--- src/rtl/dcache_pkg.sv ---
// Shared D-cache definitions: miss-sequencer state encoding, line geometry helpers and line alignment.
// Used by dcache_miss_ctrl and the cache tag/data arrays.
package dcache_pkg;

  localparam logic [1:0] ST_IDLE = 2'd0;
  localparam logic [1:0] ST_WB   = 2'd1;
  localparam logic [1:0] ST_RD   = 2'd2;
  localparam logic [1:0] ST_FILL = 2'd3;

  typedef enum logic [1:0] {
    IDLE = ST_IDLE,
    WB   = ST_WB,
    RD   = ST_RD,
    FILL = ST_FILL
  } miss_state_e;

  function automatic int calc_line_w(input int line_words, input int data_w);
    return line_words * data_w;
  endfunction

  function automatic int calc_offset_w(input int line_words, input int data_w);
    return $clog2(line_words * data_w / 8);
  endfunction

  // Callers pass their own address width zero-extended to 64 bits and truncate the result.
  function automatic logic [63:0] line_align(input logic [63:0] addr, input int offset_w);
    return addr & ~((64'd1 << offset_w) - 64'd1);
  endfunction

endpackage

--- src/rtl/dcache_stat_counter.sv ---
// Saturating 32-bit event counter for D-cache miss statistics.
module dcache_stat_counter (
  input  logic        clk,
  input  logic        rst_n,
  input  logic        inc,
  output logic [31:0] count
);

  logic [31:0] count_q, count_d;

  always_comb begin
    count_d = count_q;
    if (inc && (count_q != 32'hFFFF_FFFF)) begin
      count_d = count_q + 32'd1;
    end
  end

  always_ff @(posedge clk or negedge rst_n) begin
    if (!rst_n) begin
      count_q <= 32'd0;
    end else begin
      count_q <= count_d;
    end
  end

  assign count = count_q;

endmodule

--- src/rtl/dcache_miss_ctrl.sv ---
// D-cache miss sequencer: optional dirty-victim writeback, line refill, then stall release.
// Define DCACHE_MISS_STATS_EN to add the miss_count / writeback_count statistics outputs.
module dcache_miss_ctrl
  import dcache_pkg::*;
#(
  parameter  int ADDR_W     = 32,
  parameter  int DATA_W     = 32,
  parameter  int LINE_WORDS = 4,
  localparam int LINE_W     = calc_line_w(LINE_WORDS, DATA_W),
  localparam int OFFSET_W   = calc_offset_w(LINE_WORDS, DATA_W)
) (
  input  logic              clk,
  input  logic              rst_n,
  input  logic              access_valid,
  input  logic [ADDR_W-1:0] access_addr,
  input  logic              hit,
  input  logic              victim_dirty,
  input  logic [ADDR_W-1:0] victim_addr,
  input  logic [LINE_W-1:0] victim_line,
  output logic              mem_req,
  output logic              mem_we,
  output logic [ADDR_W-1:0] mem_addr,
  output logic [LINE_W-1:0] mem_wdata,
  input  logic              mem_ack,
  input  logic [LINE_W-1:0] mem_rdata,
  output logic              refill_we,
  output logic [LINE_W-1:0] refill_line,
  output logic              d_cache_miss,
  output logic              enable_write_from_cache_to_memory
`ifdef DCACHE_MISS_STATS_EN
  ,
  output logic [31:0]       miss_count,
  output logic [31:0]       writeback_count
`endif
);

  miss_state_e       state_q, state_d;
  logic [ADDR_W-1:0] miss_addr_q, miss_addr_d;
  logic [ADDR_W-1:0] mem_addr_q, mem_addr_d;
  logic [LINE_W-1:0] mem_wdata_q, mem_wdata_d;
  logic [LINE_W-1:0] refill_line_q, refill_line_d;
  logic              mem_req_q, mem_req_d;
  logic              wb_phase_q, wb_phase_d;
  logic              refill_we_q, refill_we_d;
  logic              miss;

  assign miss = access_valid && !hit;

  always_comb begin
    // NOTE: every always_comb target gets a default first, so no path leaves it unassigned (no latch).
    state_d       = state_q;
    miss_addr_d   = miss_addr_q;
    mem_addr_d    = mem_addr_q;
    mem_wdata_d   = mem_wdata_q;
    refill_line_d = refill_line_q;

    unique case (state_q)
      IDLE: begin
        if (miss) begin
          miss_addr_d = ADDR_W'(line_align(64'(access_addr), OFFSET_W));
          if (victim_dirty) begin
            state_d     = WB;
            mem_addr_d  = ADDR_W'(line_align(64'(victim_addr), OFFSET_W));
            mem_wdata_d = victim_line;
          end else begin
            state_d    = RD;
            mem_addr_d = ADDR_W'(line_align(64'(access_addr), OFFSET_W));
          end
        end
      end
      WB: begin
        if (mem_ack) begin
          state_d    = RD;
          mem_addr_d = miss_addr_q;
        end
      end
      RD: begin
        if (mem_ack) begin
          state_d       = FILL;
          refill_line_d = mem_rdata;
        end
      end
      FILL:    state_d = IDLE;
      default: state_d = IDLE;
    endcase

    // Outputs are decoded from the next state so they leave the flops aligned with the state.
    mem_req_d   = (state_d == WB) || (state_d == RD);
    wb_phase_d  = (state_d == WB);
    refill_we_d = (state_d == FILL);
  end

  always_ff @(posedge clk or negedge rst_n) begin
    if (!rst_n) begin
      state_q       <= IDLE;
      miss_addr_q   <= '0;
      mem_addr_q    <= '0;
      // NOTE: the line-wide data registers are reset too, so the memory and cache never see X data.
      mem_wdata_q   <= '0;
      refill_line_q <= '0;
      mem_req_q     <= 1'b0;
      wb_phase_q    <= 1'b0;
      refill_we_q   <= 1'b0;
    end else begin
      // NOTE: sequential state uses non-blocking assignments only.
      state_q       <= state_d;
      miss_addr_q   <= miss_addr_d;
      mem_addr_q    <= mem_addr_d;
      mem_wdata_q   <= mem_wdata_d;
      refill_line_q <= refill_line_d;
      mem_req_q     <= mem_req_d;
      wb_phase_q    <= wb_phase_d;
      refill_we_q   <= refill_we_d;
    end
  end

  assign mem_req     = mem_req_q;
  assign mem_we      = wb_phase_q;
  assign mem_addr    = mem_addr_q;
  assign mem_wdata   = mem_wdata_q;
  assign refill_we   = refill_we_q;
  assign refill_line = refill_line_q;
  assign enable_write_from_cache_to_memory = wb_phase_q;

  // The stall is raised the same cycle a miss is seen; during writeback the other stall line covers it.
  assign d_cache_miss = ((state_q == IDLE) && miss) || (state_q == RD) || (state_q == FILL);

`ifdef DCACHE_MISS_STATS_EN
  logic miss_start;
  logic wb_start;

  assign miss_start = (state_q == IDLE) && miss;
  assign wb_start   = miss_start && victim_dirty;

  dcache_stat_counter u_miss_counter (
    .clk   (clk),
    .rst_n (rst_n),
    .inc   (miss_start),
    .count (miss_count)
  );

  dcache_stat_counter u_writeback_counter (
    .clk   (clk),
    .rst_n (rst_n),
    .inc   (wb_start),
    .count (writeback_count)
  );
`endif

endmodule

--- config.mk ---
export PLATFORM = sky130hd
export DESIGN_NAME = dcache_miss_ctrl
export DESIGN_NICKNAME = d
export VERILOG_FILES = /design/src/rtl/dcache_pkg.sv /design/src/rtl/dcache_stat_counter.sv /design/src/rtl/dcache_miss_ctrl.sv
export SDC_FILE = /design/constraint.sdc
export NUM_CORES = 1
export LEC_CHECK = 0
export ABC_AREA = 1
export CAP_MARGIN = 40
export CORE_AREA = 2 2 240 242
export CTS_CLUSTER_DIAMETER = 50
export DETAILED_ROUTE_END_ITERATION = 8
export DIE_AREA = 0 0 242 244
export SLEW_MARGIN = 20
export SYNTH_ARGS = -nofsm -noshare
export SYNTH_HDL_FRONTEND = slang
export SYNTH_SLANG_ARGS = --single-unit
--- constraint.sdc ---
create_clock -name clk -period 2.4 [get_ports clk]
set_input_delay 0.36 -clock clk [delete_from_list [all_inputs] [get_ports clk]]
set_output_delay 0.36 -clock clk [all_outputs]
set_load 0.02 [all_outputs]
* Word level (Yosys, flattened, before mapping)
Cells that the tools add are included.
** Word-level totals
- Register bits :: 321
- Bits in latches :: 0
- Bits in writable memories :: 0
- Memory bits (read-only) :: 0
- Output and inout bits :: 293
- Logic and storage cells :: 37
- Memories :: 0
** Operators by class
- Add/sub/neg operators :: 0
- Multipliers :: 0
- Divide/modulo/power cells :: 0
- $lt $le $gt $ge :: 0
- Eq/ne operators :: 8
- Shifts and indexed selects :: 0
- Mux-type cells :: 9
- Bitwise operators :: 0
- Reduce and logical (&&, ||, !) cells :: 12
** Operators with widths (count)
- $mux 32 :: 3
- $pmux 32 s2 :: 1
- $eq 2x2->1 const B :: 4
- $mux 2 :: 4
- $pmux 2 s4 :: 1
- $reduce_and 3->1 :: 2
- $eq 2x1->1 const B :: 2
- $ne 2x2->1 const B :: 2
- $reduce_and 2->1 :: 2
- $logic_or 1x1->1 :: 3
- $logic_and 1x1->1 :: 2
- $logic_not 2->1 :: 1
- $reduce_bool 2->1 :: 1
- $logic_not 1->1 :: 1

* Logic depth before layout (Yosys ltp)
Gate-level depths: netlist (run 1).
- Word-level depth :: 6
- Mapped depth :: 9
- Depth with buffers taken out :: 7

* Worst setup path before layout (run 1)
Ideal clock, no wire load.
- Path type :: reg-to-reg
- Start point :: register state_q[1]
- End point :: register mem_req_q (netlist: mem_req)
- Setup time :: 63 ps
- Data arrival time :: 1454 ps
- Slack :: 883 ps
- Cell stages (with the launch flop) :: 10
- Path buffers :: 2
- Period minus slack after synthesis :: 1517 ps
- Cells stage by stage :: dfrtp_1 > nor2_1 > inv_2 > nor2_4 > nand2_1 > buf_2 > buf_4 > nand3_1 > ha_1 > inv_1
** On the way
- Cells in the longest elaborated chain, start to end :: 4
** RTL lines
- from (decl) :: line dcache_miss_ctrl.sv:37 : miss_state_e state_q, state_d;
- from (signal assigned) :: line dcache_miss_ctrl.sv:106 : state_q <= state_d;
- $eq 2x2->1 (tied with other cells) :: line dcache_miss_ctrl.sv:57 : unique case (state_q)
- $pmux 2 s4 (*) :: line dcache_miss_ctrl.sv:57
- named net state_d[0] :: line dcache_miss_ctrl.sv:37
- $eq 2x1->1 or $eq 2x2->1 (tied branches) :: line dcache_miss_ctrl.sv:88 : mem_req_d = (state_d == WB) || (state_d == RD);
- $logic_or 1x1->1 (*) :: line dcache_miss_ctrl.sv:88
- named net mem_req_d :: line dcache_miss_ctrl.sv:42 : logic mem_req_q, mem_req_d;
- to (signal assigned) :: line dcache_miss_ctrl.sv:111 : mem_req_q <= mem_req_d;
- to (decl) :: line dcache_miss_ctrl.sv:42
The timed path passes the listed nets; every way through them passes the cells marked *.
A chain may end at the register's enable or synchronous reset.

* Worst setup path after layout (run 1)
- Start point :: register state_q[1]
- End point :: output port d_cache_miss
** On the way
- Cells in the longest elaborated chain, start to end :: 4
** RTL lines
- $logic_not 2->1 :: line dcache_miss_ctrl.sv:126 : assign d_cache_miss = ((state_q == IDLE) && miss) || (state_q == RD) || (state_q == FILL);
- $logic_and 1x1->1 :: line dcache_miss_ctrl.sv:126
- $logic_or 1x1->1 :: line dcache_miss_ctrl.sv:126
- $logic_or 1x1->1 (*) :: line dcache_miss_ctrl.sv:126
- to (decl) :: line dcache_miss_ctrl.sv:28 : output logic d_cache_miss,
Every way passes the cells marked *; elsewhere a longest branch is shown, timed or not.

==> reports/metrics.cfg, run 1 <==
[run_status]
outcome=finished clean

[setup_path]
critPathArrivalTime_ns=1.84
slowest_stage=clkdlybuf4s50_1
crit_type=flop to primary output
crit_path_start_kind=flop
r2r_start=state_q[1]
crit_path_max_incr_delay_ns=0.65
critPathBufInv=2
endpoint_kind=primary output
crit_fanout=4
critPathRequiredTime_ns=2.04
cp_top_family=buffers and inverters
reg2reg_to=mem_wdata[12]
worstRegToRegCells=7
r2r_slack_ns=0.71
crit_chain=inv_1, o21ai_0, clkdlybuf4s50_1

[power_and_ir_drop]
pwr_density_cell_nw_per_um2=1330
p_leak_nw=10.2
power.total_mw=28.2
irDropWorstVdd_mv=0.747

[synthesis]
ys_warn_count=0
synth_area_um2=12800
syn_inst=1480
ys_seq_area_share_pct=61.9
synth_seq_cells=317
yosysUniqueCellTypes=19
syn_avg_cell_area_um2=8.66

[global_routing]
antenna_found_initial=6
grtUsageTotal_pct=15.1
grt_max_degree=99
grt_pass1_wl_um=69700
grt_pass1_vias=11709
gr-total-overflow=0

[route]
drcViolationCount=0
drtPass1Iterations=5
vias=11725
wl_per_cell_um=15.9
routed_via_density=4.08
drt_iter0_drc=480
totalWireLength_um=45600
drtAntennaViolNets=0

[clock_tree]
cts_tree=done
postCtsResizedCells=0
clk_pin_slew_ns=0.05
htreeDepth=2
worstSkewPairLatency_ns=0.55
cts_root_buffer=clkbuf_16
clock_tree.buffer_depth=3
cts_inserted_buffers=43
clkSinkCount=317

[floorplan]
core-area_um2=56200
dieArea_um2=59000
die_h_um=244
initial_core_util_pct=22.8
rows=87
die_w_um=242
num_io_pins=619

[sta]
fin_hold_ws_ns=0.348
finalSetupTns_ns=0
hold_violations=0
maxSlewViolCount=0
setup_violations=0
tightest_slew_ns=0.589
rsz0062_at_grt=no
min_period_over_period_pct=91.6
setup_ws_ns=0.202
fin_skew_ns=0.0170
fmax_mhz=455
relSlewSlack_pct=60.7
period_minus_slack_ns=2.20

[cells_and_area]
design_area_um2=21200
synthToLayoutAreaGrowth_pct=65.3
final_cell_mix=nand2_1 (657), clkdlybuf4s50_1 (605), dfrtp_1 (317), inv_1 (163), o21ai_0 (157)
finalNetCount=2411
final_common_cell=nand2_1
drive_above_1_share_pct=5.34
final_util_pct=37.7
fin_cells=2873

[place]
port_buffers=606
dp_worst_setup_slack_ns=0.296
hpwlAfterDp_um=34400
dp_cells=2793
place_congestion=0.895
postPlaceCellArea_um2=19800

[worst_hold_path]
whs_path_depth=3
hold_start=victim_line[31]
min_to=mem_wdata[31]
hp-class=input pin to flop

[run]
drv_cap=0

cells by family (layout without fill, tap and decap cells):
kind of cell	after synthesis	after routing	synth area share, %
flip-flops	317	317	61.9
AO/OA/AOI/OAI	158	158	6.17
buffers and inverters	251	883	8.74
adder cells (fa/ha/maj)	2	2	0.195
AND/OR/NAND/NOR	751	751	23.0
other	1	6	0.0293
power by group:
part           internal (mW)  switching, mW  leakage [nW]
clock network           3.73           2.44         0.662
registers               7.96           1.42          3.95
logic                   5.73           6.95          5.58
total                   17.4           10.8          10.2
flip-flops by register name, indices dropped and copies added (netlist names):
register                           count
miss_addr_q                           28
enable_write_from_cache_to_memory      1
refill_line                          128
mem_req                                1
state_q                                2
mem_addr                              28
refill_we                              1
mem_wdata                            128
synth_stat cells:
cell      count  area [µm²]
nand2_1     658        2470
dfrtp_1     317        7930
inv_1       163         612
o21ai_0     157         786
nand3_1      87         435
buf_2        46         230
clkbuf_1     19        71.3
buf_6        12         135
buf_4         8        60.1
ha_1          2        25.0
inv_2         2        7.51
nor2_1        2        7.51
a21oi_1       1        5.00
buf_1         1        3.75
conb_1        1        3.75
nand2_2       1        6.26
nor2_2        1        6.26
nor2_4        1        11.3
or2_2         1        6.26
how the worst max path moves through the flow:
stage	startpoint	to	slack [ns]	cells past startpoint
finish	state_q[1]	d_cache_miss	0.20	3
global route	state_q[1]	d_cache_miss	0.14	3
CTS	state_q[1]	d_cache_miss	0.16	3
detailed placement	access_valid	d_cache_miss	0.30	4
global placement	hit	d_cache_miss	0.26	5
floorplan	state_q[1]	mem_req	0.88	9
cell type report:
type | instances | area, µm²
antenna | 2 | 5.00
clock buffer | 55 | 1180
clock inverter | 22 | 210
fill | 5731 | 35000
inverter | 165 | 619
multi-input combinational | 915 | 3800
sequential | 317 | 7930
tap | 756 | 946
timing repair buffer | 641 | 6490
per-layer routing:
layer	routed length, µm	up-vias	global-route usage (%)
li1	-	5712	-
met1	17200	5475	16.4
met2	23400	458	27.6
met3	3590	72	4.95
met4	1340	8	4.83
met5	60	-	0
tightest hold or removal path: cells and delay by family:
kind	cells	cell delay, ns
buffers and inverters	1	0.39
and+or+nand+nor	2	0.10
repair_timing:
| action | CTS | global route |
|---|---|---|
| setup buffers | 0 | 0 |
| hold buffers | 1 | 0 |
| hold endpoints to repair | 46 | 0 |
Note: power is estimated with default switching activity, not from simulation.
==> run 2: changes to the inputs <==
CTS_CLUSTER_SIZE = 24   (was not set)
==> reports/metrics.cfg, run 2 (synthesis gave the netlist of run 1 again) <==
[clock_tree]
cts_root_buffer=clkbuf_16  ; unchanged
hold_buffers=1  ; unchanged
worstSkewPairLatency_ns=0.54  ; was 0.55 ns
clock_tree.buffer_depth=3  ; unchanged
clkSinkCount=317  ; unchanged
postCtsResizedCells=0  ; unchanged
cts_setup_buffers=0  ; unchanged
clk_pin_slew_ns=0.07  ; was 0.05 ns
htreeDepth=2  ; unchanged
cts_tree=done  ; unchanged
cts_inserted_buffers=40  ; was 43

[sta]
tightest_slew_ns=0.588  ; was 0.589 ns
setup_violations=0  ; unchanged
rsz0062_at_grt=no  ; unchanged
min_period_over_period_pct=90.9  ; was 91.6%
maxSlewViolCount=0  ; unchanged
period_minus_slack_ns=2.18  ; was 2.20 ns
fin_skew_ns=0.0136  ; was 0.0170 ns
relSlewSlack_pct=60.8  ; was 60.7%
fmax_mhz=459  ; was 455 MHz
finalSetupTns_ns=0  ; unchanged
hold_violations=0  ; unchanged

[route]
routed_via_density=4.10  ; was 4.08
totalWireLength_um=45700  ; was 45,600 µm
drtAntennaViolNets=0  ; unchanged
vias=11749  ; was 11,725
wl_per_cell_um=15.9  ; about the same
drcViolationCount=0  ; unchanged
drtPass1Iterations=6  ; was 5
drt_iter0_drc=448  ; was 480

[power_and_ir_drop]
pwr_density_cell_nw_per_um2=1330  ; about the same
p_clk_share_pct=21.4  ; was 21.9%
p_comb_share_pct=45.2  ; was 44.9%
power.total_mw=28.1  ; was 28.2 mW
p_switching_mw=10.9  ; was 10.8 mW
pwr-share-seq_pct=33.4  ; was 33.2%
irDropWorstVdd_mv=0.743  ; was 0.747 mV
switching_share_pct=38.7  ; was 38.3%
p_leak_nw=10.2  ; about the same
p_int_mw=17.2  ; was 17.4 mW

[setup_path]
critPathArrivalTime_ns=1.82  ; was 1.84 ns
endpoint_kind=primary output  ; unchanged
crit_path_max_incr_delay_ns=0.64  ; was 0.65 ns
crit_path_start_kind=flop  ; unchanged
critPathRequiredTime_ns=2.04  ; about the same
crit_type=flop to primary output  ; unchanged
crit_chain=inv_1, o21ai_0, clkdlybuf4s50_1  ; unchanged
slowest_stage=clkdlybuf4s50_1  ; unchanged
crit_fanout=4  ; unchanged

[floorplan]
die_h_um=244  ; unchanged
rows=87  ; unchanged
dieArea_um2=59000  ; unchanged
initial_core_util_pct=22.8  ; unchanged
core-area_um2=56200  ; unchanged
die_w_um=242  ; unchanged
num_io_pins=619  ; unchanged

[global_routing]
grt_pass1_wl_um=69600  ; was 69,700 µm
antenna_found_initial=6  ; unchanged
gr-total-overflow=0  ; unchanged
grt_max_degree=99  ; unchanged
grtUsageTotal_pct=15.0  ; was 15.1%
grt_pass1_vias=11681  ; was 11,709

[place]
port_buffers=606  ; unchanged
place_congestion=0.895  ; unchanged
hpwlAfterDp_um=34400  ; unchanged

[cells_and_area]
final_cell_mix=nand2_1 (657), clkdlybuf4s50_1 (605), dfrtp_1 (317), inv_1 (163), o21ai_0 (157)  ; unchanged
final_common_cell=nand2_1  ; unchanged
synthToLayoutAreaGrowth_pct=64.8  ; was 65.3%
drive_above_1_share_pct=5.26  ; was 5.34%
finalNetCount=2408  ; was 2,411

[run]
drv_cap=0  ; unchanged

[worst_hold_path]
hp-class=input pin to flop  ; unchanged

[run_status]
outcome=finished clean  ; unchanged

## run 2: cell count changes in the layout (fill, tap and decap cells not counted), sizes merged
cell,delta
clkbuf,-7
inv,+6
clkinvlp,-3
clkinv,-1
## run 2: through the flow
step                      hold slack [ns]  utilization, %  setup WS (ns)  std cells  area (µm²)
after global placement              0.349            35.2          0.256       2793       19800
after floorplan                    0.0644               -          0.883       1483       12800
after CTS                           0.302            37.6          0.165       2866       21100
after global routing                0.321            37.6          0.154       2868       21100
final                               0.345            37.6          0.219       2868       21100
after detailed placement            0.354            35.2          0.296       2793       19800
## run 2: final timing paths
kind                                       from               end  slack (ns)  depth (start not counted)
worst max-delay path                 state_q[1]      d_cache_miss        0.22                          3
worst min-delay path            victim_line[31]     mem_wdata[31]        0.35                          3
worst max register to register       state_q[1]     mem_wdata[65]        0.71                          7
min in group asynchronous                 rst_n  refill_line[105]        0.37                          2
max in group asynchronous                 rst_n     mem_wdata[65]        1.19                          3
worst min register to register    mem_wdata[61]     mem_wdata[61]        0.47                          2
## run 2: worst max-delay path, delay by kind of cell (launching register included)
kind	cells	cell delay, ns
DFF	1	0.44
AOI/OAI and AO/OA	1	0.08
buffers and inverters	2	0.75
## run 2: layer usage
metal	part of all wire (%)	track usage (%)
met3	7.9	4.80
met1	38	16.4
met5	0.13	0
met2	51	27.6
met4	2.9	4.79
## run 2: power groups by stage
| stage | clock network (mW) | logic, mW | registers [mW] |
|---|---|---|---|
| detailed placement | 0 | 12.8 | 9.44 |
| CTS | 6.22 | 12.9 | 9.39 |
| floorplan | 0 | 3.11 | 12.2 |
| global placement | 0 | 12.7 | 9.33 |
| global route | 6.46 | 13.7 | 9.67 |
| finish | 6.02 | 12.7 | 9.36 |
## run 2: cell type report
class                      instances  area (µm²)
antenna                            2        5.00
clock buffer                      48        1080
clock inverter                    24         251
fill                            5757       35000
inverter                         165         619
multi-input combinational        915        3800
sequential                       317        7930
tap                              756         946
timing repair buffer             641        6490
==> run 3: changes to the inputs <==
CAP_MARGIN = 10   (was 40)
CORE_AREA = 2 2 244 246   (was 2 2 240 242)
DIE_AREA = 0 0 246 248   (was 0 0 242 244)
SLEW_MARGIN = not set   (was 20)
==> reports/metrics.cfg, run 3 (synthesis gave the netlist of run 1 again) <==
[floorplan]
die_w_um=246  ; was 242 µm
rows=89  ; was 87
initial_core_util_pct=21.9  ; was 22.8%
die_h_um=248  ; was 244 µm
core-area_um2=58500  ; was 56,200 µm²
dieArea_um2=61000  ; was 59,000 µm²
num_io_pins=619  ; unchanged

[run_status]
outcome=finished clean  ; unchanged

[route]
vias=11550  ; was 11,749
wl_per_cell_um=14.9  ; was 15.9 µm
drt_iter0_drc=462  ; was 448
drtPass1Iterations=5  ; was 6
drtAntennaViolNets=0  ; unchanged
drcViolationCount=0  ; unchanged
routed_via_density=4.01  ; was 4.10
totalWireLength_um=43000  ; was 45,700 µm

[sta]
maxSlewViolCount=0  ; unchanged
finalSetupTns_ns=0  ; unchanged
rsz0062_at_grt=no  ; unchanged
relSlewSlack_pct=59.5  ; was 60.8%
fmax_mhz=461  ; was 459 MHz
setup_violations=0  ; unchanged
min_period_over_period_pct=90.3  ; was 90.9%
period_minus_slack_ns=2.17  ; was 2.18 ns
hold_violations=0  ; unchanged
fin_skew_ns=0.0152  ; was 0.0136 ns
setup_ws_ns=0.233  ; was 0.219 ns
tightest_slew_ns=0.605  ; was 0.588 ns

[clock_tree]
cts_setup_buffers=0  ; unchanged
clk_pin_slew_ns=0.06  ; was 0.07 ns
clock_tree.buffer_depth=3  ; unchanged
cts_inserted_buffers=39  ; was 40
htreeDepth=2  ; unchanged
cts_tree=done  ; unchanged
clkSinkCount=317  ; unchanged
postCtsResizedCells=0  ; unchanged
worstSkewPairLatency_ns=0.54  ; about the same
cts_root_buffer=clkbuf_16  ; unchanged
hold_buffers=1  ; unchanged

[setup_path]
crit_path_start_kind=flop  ; unchanged
crit_chain=inv_1, o21ai_0, clkdlybuf4s50_1  ; unchanged
slowest_stage=clkdlybuf4s50_1  ; unchanged
critPathArrivalTime_ns=1.81  ; was 1.82 ns
critPathRequiredTime_ns=2.04  ; about the same
crit_type=flop to primary output  ; unchanged
worstRegToRegCells=6  ; was 7
crit_path_max_incr_delay_ns=0.64  ; about the same
crit_fanout=4  ; unchanged
endpoint_kind=primary output  ; unchanged

[power_and_ir_drop]
pwr_density_cell_nw_per_um2=1320  ; was 1330 nW/µm²
p_leak_nw=10.2  ; about the same
irDropWorstVdd_mv=0.711  ; was 0.743 mV

[cells_and_area]
fill_cells=5933  ; was 5,757
final_cell_mix=nand2_1 (657), clkdlybuf4s50_1 (605), dfrtp_1 (317), inv_1 (163), o21ai_0 (157)  ; unchanged
drive_above_1_share_pct=5.32  ; was 5.26%
synthToLayoutAreaGrowth_pct=64.6  ; was 64.8%
final_common_cell=nand2_1  ; unchanged
finalNetCount=2405  ; was 2,408

[worst_hold_path]
whs_path_depth=3  ; unchanged
hp-class=input pin to flop  ; unchanged

[global_routing]
grt_max_degree=147  ; was 99
gr-total-overflow=0  ; unchanged
grt_pass1_vias=11723  ; was 11,681
grtUsageTotal_pct=13.5  ; was 15.0%
antenna_found_initial=1  ; was 6
grt_pass1_wl_um=65200  ; was 69,600 µm

[place]
place_congestion=0.829  ; was 0.895
dp_worst_setup_slack_ns=0.274  ; was 0.296 ns
port_buffers=606  ; unchanged
hpwlAfterDp_um=32000  ; was 34,400 µm

[run]
drv_cap=0  ; unchanged

## run 3: cell count changes in the layout (fill, tap and decap cells not counted)
| cell | previous run | this run |
|---|---|---|
| diode_2 | 2 | 1 |
| inv_8 | 2 | 4 |
| clkbuf_8 | 3 | 2 |
| clkinv_8 | 0 | 3 |
| clkinv_2 | 4 | 2 |
| clkbuf_1 | 4 | 0 |
| inv_6 | 7 | 12 |
| buf_12 | 12 | 10 |
| inv_12 | 2 | 0 |
| clkbuf_16 | 41 | 39 |
## run 3: where the power goes
| part | leakage, nW | internal, mW | switching [mW] |
|---|---|---|---|
| clock network | 0.639 | 3.40 | 2.61 |
| registers | 3.95 | 7.95 | 1.39 |
| logic | 5.56 | 5.70 | 6.85 |
| total | 10.2 | 17.0 | 10.8 |
## run 3: metal layers
layer	global-route usage, %	up-vias	wire length, µm
met5	0	-	0
met4	4.49	0	1150
met3	4.28	75	3630
met2	24.0	431	21700
met1	15.4	5341	16500
li1	-	5703	-
## run 3: area by class of cell
| class | instances | area [µm²] | share of cell area, % |
|---|---|---|---|
| inverter | 165 | 619 | 2.94 |
| clock buffer | 41 | 1000 | 4.76 |
| sequential | 317 | 7930 | 37.6 |
| multi-input combinational | 915 | 3800 | 18.0 |
| tap | 773 | 967 | 4.59 |
| timing repair buffer | 639 | 6450 | 30.6 |
| antenna | 1 | 2.50 | 0.0119 |
| clock inverter | 30 | 324 | 1.54 |
## run 3: path summary, 6_finish.rpt
| kind | endpoint | slack, ns | start |
|---|---|---|---|
| worst max-delay path | d_cache_miss | 0.23 | state_q[1] |
| worst min register to register | mem_wdata[124] | 0.47 | mem_wdata[124] |
| max in group asynchronous | refill_line[38] | 1.19 | rst_n |
| worst max register to register | mem_addr[7] | 0.51 | state_q[1] |
| worst min-delay path | mem_wdata[72] | 0.35 | victim_line[72] |
| min in group asynchronous | refill_line[106] | 0.37 | rst_n |
## run 3: worst max-delay path, delay by kind of cell (launching register included)
| family | cells | cell delay [ns] |
|---|---|---|
| buffers and inverters | 2 | 0.74 |
| flip-flops | 1 | 0.44 |
| AO/OA/AOI/OAI | 1 | 0.09 |
## run 3: stage by stage
step                std cells  power [mW]  hold slack (ns)  util [%]  instance area, µm²
finish                   2881        27.9            0.348      36.1               21100
global route             2881        29.7            0.321      36.1               21100
CTS                      2880        28.3            0.305      36.1               21100
detailed placement       2808        22.1            0.374      33.8               19800
global placement         2808        21.9            0.370      33.8               19800
floorplan                1483        15.3           0.0644         -               12800
